$ cat src/rtl/led_pattern_gen.sv
// LED pattern generator: prescaled pattern tick, tick-sampled mode selection and
// four display modes (off, blink, chase, PWM breathe) driving a registered LED bus.
module led_pattern_gen #(
  parameter int N_LEDS   = 8,
  parameter int TICK_DIV = 25_000_000,
  parameter int PWM_BITS = 8
) (
  input  logic              clk,
  input  logic              rst,
  input  logic              en,
  input  logic [1:0]        mode,
  output logic              mode_chg,
  output logic              tick,
  output logic [N_LEDS-1:0] led,
  output logic [1:0]        dbg_mode
);

  typedef enum logic [1:0] {
    MODE_OFF     = 2'b00,
    MODE_BLINK   = 2'b01,
    MODE_CHASE   = 2'b10,
    MODE_BREATHE = 2'b11
  } mode_e;

  localparam int DIV_W = (TICK_DIV > 1) ? $clog2(TICK_DIV) : 1;
  localparam logic [DIV_W-1:0]    DIV_MAX   = DIV_W'(TICK_DIV - 1);
  localparam logic [N_LEDS-1:0]   POS_INIT  = N_LEDS'(1);
  localparam logic [PWM_BITS-1:0] DUTY_MAX  = '1;

  logic [DIV_W-1:0]    div_cnt_q, div_cnt_d;
  logic                tick_q, tick_d;
  mode_e               mode_q, mode_d;
  mode_e               mode_sel;
  logic                mode_chg_q, mode_chg_d;
  logic                phase_q, phase_d;
  logic [N_LEDS-1:0]   pos_q, pos_d;
  logic [PWM_BITS-1:0] duty_q, duty_d;
  logic                dir_down_q, dir_down_d;
  logic [PWM_BITS-1:0] pwm_cnt_q, pwm_cnt_d;
  logic [N_LEDS-1:0]   led_q, led_d;

  assign mode_sel = mode_e'(mode);

  // Prescaler and PWM counter both stall while en is low.
  always_comb begin
    div_cnt_d = div_cnt_q;
    tick_d    = 1'b0;
    pwm_cnt_d = pwm_cnt_q;
    if (en) begin
      pwm_cnt_d = pwm_cnt_q + 1'b1;
      if (div_cnt_q == DIV_MAX) begin
        div_cnt_d = '0;
        tick_d    = 1'b1;
      end else begin
        div_cnt_d = div_cnt_q + 1'b1;
      end
    end
  end

  // A tick that was already issued is consumed even if en has just dropped.
  always_comb begin
    mode_d     = mode_q;
    mode_chg_d = 1'b0;
    phase_d    = phase_q;
    pos_d      = pos_q;
    duty_d     = duty_q;
    dir_down_d = dir_down_q;
    if (tick_q) begin
      if (mode_sel != mode_q) begin
        mode_d     = mode_sel;
        mode_chg_d = 1'b1;
        case (mode_sel)
          MODE_BLINK:   phase_d = 1'b1;
          MODE_CHASE:   pos_d   = POS_INIT;
          MODE_BREATHE: begin
            duty_d     = '0;
            dir_down_d = 1'b0;
          end
          default: ;
        endcase
      end else begin
        case (mode_q)
          MODE_BLINK: phase_d = ~phase_q;
          MODE_CHASE: pos_d   = (pos_q << 1) | (pos_q >> (N_LEDS - 1));
          MODE_BREATHE: begin
            // Turn around on the extreme value so each end appears once per period.
            if (!dir_down_q) begin
              if (duty_q == DUTY_MAX) begin
                dir_down_d = 1'b1;
                duty_d     = duty_q - 1'b1;
              end else begin
                duty_d = duty_q + 1'b1;
              end
            end else begin
              if (duty_q == '0) begin
                dir_down_d = 1'b0;
                duty_d     = duty_q + 1'b1;
              end else begin
                duty_d = duty_q - 1'b1;
              end
            end
          end
          default: ;
        endcase
      end
    end
  end

  always_comb begin
    led_d = led_q;
    if (en) begin
      case (mode_q)
        MODE_OFF:     led_d = '0;
        MODE_BLINK:   led_d = {N_LEDS{phase_q}};
        MODE_CHASE:   led_d = pos_q;
        MODE_BREATHE: led_d = {N_LEDS{pwm_cnt_q < duty_q}};
        default:      led_d = '0;
      endcase
    end
  end

  always_ff @(posedge clk or negedge rst) begin
    if (!rst) begin
      div_cnt_q  <= '0;
      tick_q     <= 1'b0;
      mode_q     <= MODE_OFF;
      mode_chg_q <= 1'b0;
      phase_q    <= 1'b0;
      pos_q      <= POS_INIT;
      duty_q     <= '0;
      dir_down_q <= 1'b0;
      pwm_cnt_q  <= '0;
      led_q      <= '0;
    end else begin
      div_cnt_q  <= div_cnt_d;
      tick_q     <= tick_d;
      mode_q     <= mode_d;
      mode_chg_q <= mode_chg_d;
      phase_q    <= phase_d;
      pos_q      <= pos_d;
      duty_q     <= duty_d;
      dir_down_q <= dir_down_d;
      pwm_cnt_q  <= pwm_cnt_d;
      led_q      <= led_d;
    end
  end

  assign tick     = tick_q;
  assign mode_chg = mode_chg_q;
  assign led      = led_q;
  assign dbg_mode = mode_q;

endmodule
$ cat config.mk
export PLATFORM = sky130hd
export DESIGN_NAME = led_pattern_gen
export DESIGN_NICKNAME = d
export VERILOG_FILES = /design/src/rtl/led_pattern_gen.sv
export SDC_FILE = /design/constraint.sdc
export NUM_CORES = 1
export LEC_CHECK = 0
export ABC_AREA = 1
export BUFFER_PORTS_ARGS = -buffer_cell sky130_fd_sc_hd__buf_4
export CORE_ASPECT_RATIO = 1.5
export CORE_MARGIN = 2
export CORE_UTILIZATION = 50
export DETAILED_ROUTE_END_ITERATION = 7
export PLACE_DENSITY = 0.67
export SETUP_SLACK_MARGIN = 0.2
export SLEW_MARGIN = 20
export SYNTH_ARGS = -nofsm -noshare
export SYNTH_HDL_FRONTEND = slang
export SYNTH_SLANG_ARGS = --single-unit
export TNS_END_PERCENT = 10
$ cat constraint.sdc
create_clock -name clk -period 4.2 [get_ports clk]
set_input_delay 0.21 -clock clk [delete_from_list [all_inputs] [get_ports clk]]
set_output_delay 0.21 -clock clk [all_outputs]
set_load 0.005 [all_outputs]
==> results.md <==
- Status: finished clean
- Switching pwr: 0.601 mW
- Worst EP required: 4.47 ns
- Largest net degree at the start of global routing: 64
- WL final: 8960 um
- Sw frac: 29.5%
- Peak supply drop: 0.000331 V
- Fin crit share: 41.4%
- Post-layout minimum cycle time: 1.74 ns
- Worst-skew pair later-pin latency: 0.33 ns
- TNS Setup: 0 ns
- Iter 0 DRT Violations: 174
- Average size of a mapped cell: 7.36 sq um
- Average wire per standard cell: 13.6 um
- Nets: 568
- RSZ-0062 raised after global routing: false
- Ys Warns: 0
- Worst slack, placed: 2.46 ns
- DR vias/cell: 5.20
- Hold_ws: 0.147 ns
- Clock transition at path regs: 0.05 ns
- DR vias: 3423
- Most common cell after layout, fill and taps aside: nand2_1
- Std cell rows: 39
- Post-synth top area share: 39.9%
- Final setup violation count: 0
- Most area-consuming cells after synthesis: dfrtp_1 (40%), nand2_1 (15%), inv_1 (6.7%), nand3_1 (5.5%), nor2_1 (5.0%)
- CTS tree: built
- Most frequent cells in the layout: nand2_1 (159), inv_1 (69), dfrtp_1 (62), nor2_1 (52), nand3_1 (43)
- Buffers on Ports: 16
- Clock power share: 40.1%
- Max Clock Skew: 0.00727 ns
- CTS root buf: clkbuf_16
- H-Tree Depth: 3
- First-pass GRT wire length: 15500 um
- Critical Path Fanout Max: 8
- Syn Std Cell Area: 3890 sq um
- Async SR Flop Fraction: 100%
- Aggregate global-route resource usage: 22.6%
- Antenna diodes: 0
- Routability cong.: 0.944
- Drt first pass iters: 4
- Die W: 76.0 um
- Initial antenna violation count: 0
- Initial Utilization: 51.5%
- Synth Net Count: 546
- CTS Sinks: 63
- Layout cells sized above 1: 11.5%
- Die area: 8520 sq um
- P_leak: 2.25 nW
- Fmax: 575 MHz
- Final global-route overflow total: 0
- Synth Flop Type: dfrtp_1
- Int Pwr: 1.44 mW
- Crit path capture type: flip-flop
- Core Box Area: 7560 sq um
- Setup Buffers After CTS: 0
- Clock buffer depth: 2
- Tightest Pin Transition: 0.817 ns
- CTS buffer count: 9
- Area Overhead vs Synth: 14.2%
- Hold violation count in the final report: 0
- Max Slew Vio Count: 0
- Mapped Cells: 529
- Antenna Violating Nets Remaining: 0
- DP HPWL: 6560 um
- Worst setup margin: 2.46 ns
- WS Path Type: flip-flop to flip-flop
- Yosys cell types: 38
- Worst Hold Class: primary input to flip-flop
- Yosys top cell by area: dfrtp_1
- Startpoint Class: flip-flop
- Max-cap violations: 0
- Seq cells post-synth: 63
- Seq pwr share: 39.6%
- DIE HEIGHT: 112 um
- Drt drc: 0
- Seq/Total Area, Yosys: 40.5%
- Combinational power share: 20.3%
- Slew margin rel.: 45.3%
- Io pins: 17
- Post-synth EDFFs: 0
- Vias in the first global route: 3526
- PwrDens: 458 nW/um^2
- CP arrival: 2.01 ns
[path summary, 6_finish.rpt]
kind / from / to / slack [ns] / depth (start not counted)
setup / recovery: duty_q[5]$_DFFE_PN0P_ / led[7]$_DFFE_PN0P_ / 2.46 / 8
min in group asynchronous: rst / pos_q[5]$_DFFE_PN0P_ / 0.52 / 2
setup reg to reg: duty_q[5]$_DFFE_PN0P_ / led[7]$_DFFE_PN0P_ / 2.46 / 8
max in group asynchronous: rst / div_cnt_q[14]$_DFFE_PN0P_ / 3.15 / 2
hold reg to reg: pwm_cnt_q[7]$_DFFE_PN0P_ / pwm_cnt_q[7]$_DFFE_PN0P_ / 0.48 / 1
hold / removal: mode[1] / dbg_mode[1]$_DFFE_PN0P_ / 0.15 / 3
[Yosys cell counts, types with 2 or more instances]
cell / n
nand2_1: 159
inv_1: 69
dfrtp_1: 62
nor2_1: 52
nand3_1: 43
o21ai_0: 25
nand4_1: 20
xor2_1: 16
ha_1: 12
a21oi_1: 8
nand2_2: 7
nand3_2: 6
xnor2_1: 6
nor3_1: 5
nor2_2: 4
clkbuf_1: 3
inv_2: 3
nand3b_1: 3
nor2_4: 3
buf_4: 2
nor3_2: 2
nor3_4: 2
o21a_1: 2
[flip-flops by register name, summed over array words and instances (netlist names)]
name and flops:
dbg_mode 2, dir_down_q 1, div_cnt_q 25, duty_q 8, led 8, mode_chg 1
phase_q 1, pos_q 8, pwm_cnt_q 8, tick 1
[layout make-up]
type / instances / area (sq um)
fill: 721 / 3120
timing repair buffer: 17 / 130
multi-input combinational: 385 / 2000
tap: 102 / 128
sequential: 63 / 1580
clock buffer: 13 / 260
clock inverter: 3 / 67.6
inverter: 75 / 285
[cell families after synthesis]
family,count (synthesis),synth area share (%)
AO/OA/AOI/OAI,40,5.53
buffers and inverters,81,8.13
AND/OR/NAND/NOR,311,37.0
flip-flops,63,40.5
adder cells (fa/ha/maj),12,3.86
XOR/XNOR,22,4.95
[repair_timing]
| action | 4_1_cts | 5_1_grt |
|---|---|---|
| resized for setup | 0 | 0 |
| endpoints found under the hold margin | 1 | 0 |
| hold buffers | 1 | 0 |
[per-layer routing]
layer | up-vias | GRT usage [%] | part of all wire, %
met5 | - | 0 | 0
met4 | 0 | 14.8 | 5.0
met3 | 37 | 4.90 | 3.2
met2 | 87 | 40.7 | 52
met1 | 1566 | 23.6 | 40
li1 | 1733 | - | -
[power groups by stage]
stage,Clock [mW],Sequential [mW],Combinational (mW)
detailed placement,0,0.814,0.420
global placement,0,0.811,0.406
finish,0.817,0.808,0.413
global route,0.861,0.821,0.488
CTS,0.833,0.806,0.425
floorplan,0,0.794,0.284
[per-stage QoR]
stage	cell area (sq um)	util, %	instances	power [mW]
after floorplan	3890	-	529	1.08
after global placement	4110	54.3	641	1.22
after detailed placement	4110	54.3	641	1.23
after CTS	4450	58.8	658	2.06
after global routing	4450	58.8	658	2.17
final	4450	58.8	658	2.04
[worst max-delay path, stage by stage (launching register included)]
cell,delay (ns)
dfrtp_1,0.48
inv_2,0.12
ha_1,0.32
a21oi_1,0.15
o21a_1,0.12
nand3_1,0.22
nand2_1,0.14
nand2_1,0.07
nand2_1,0.07
Note: power is estimated with default switching activity, not from simulation.
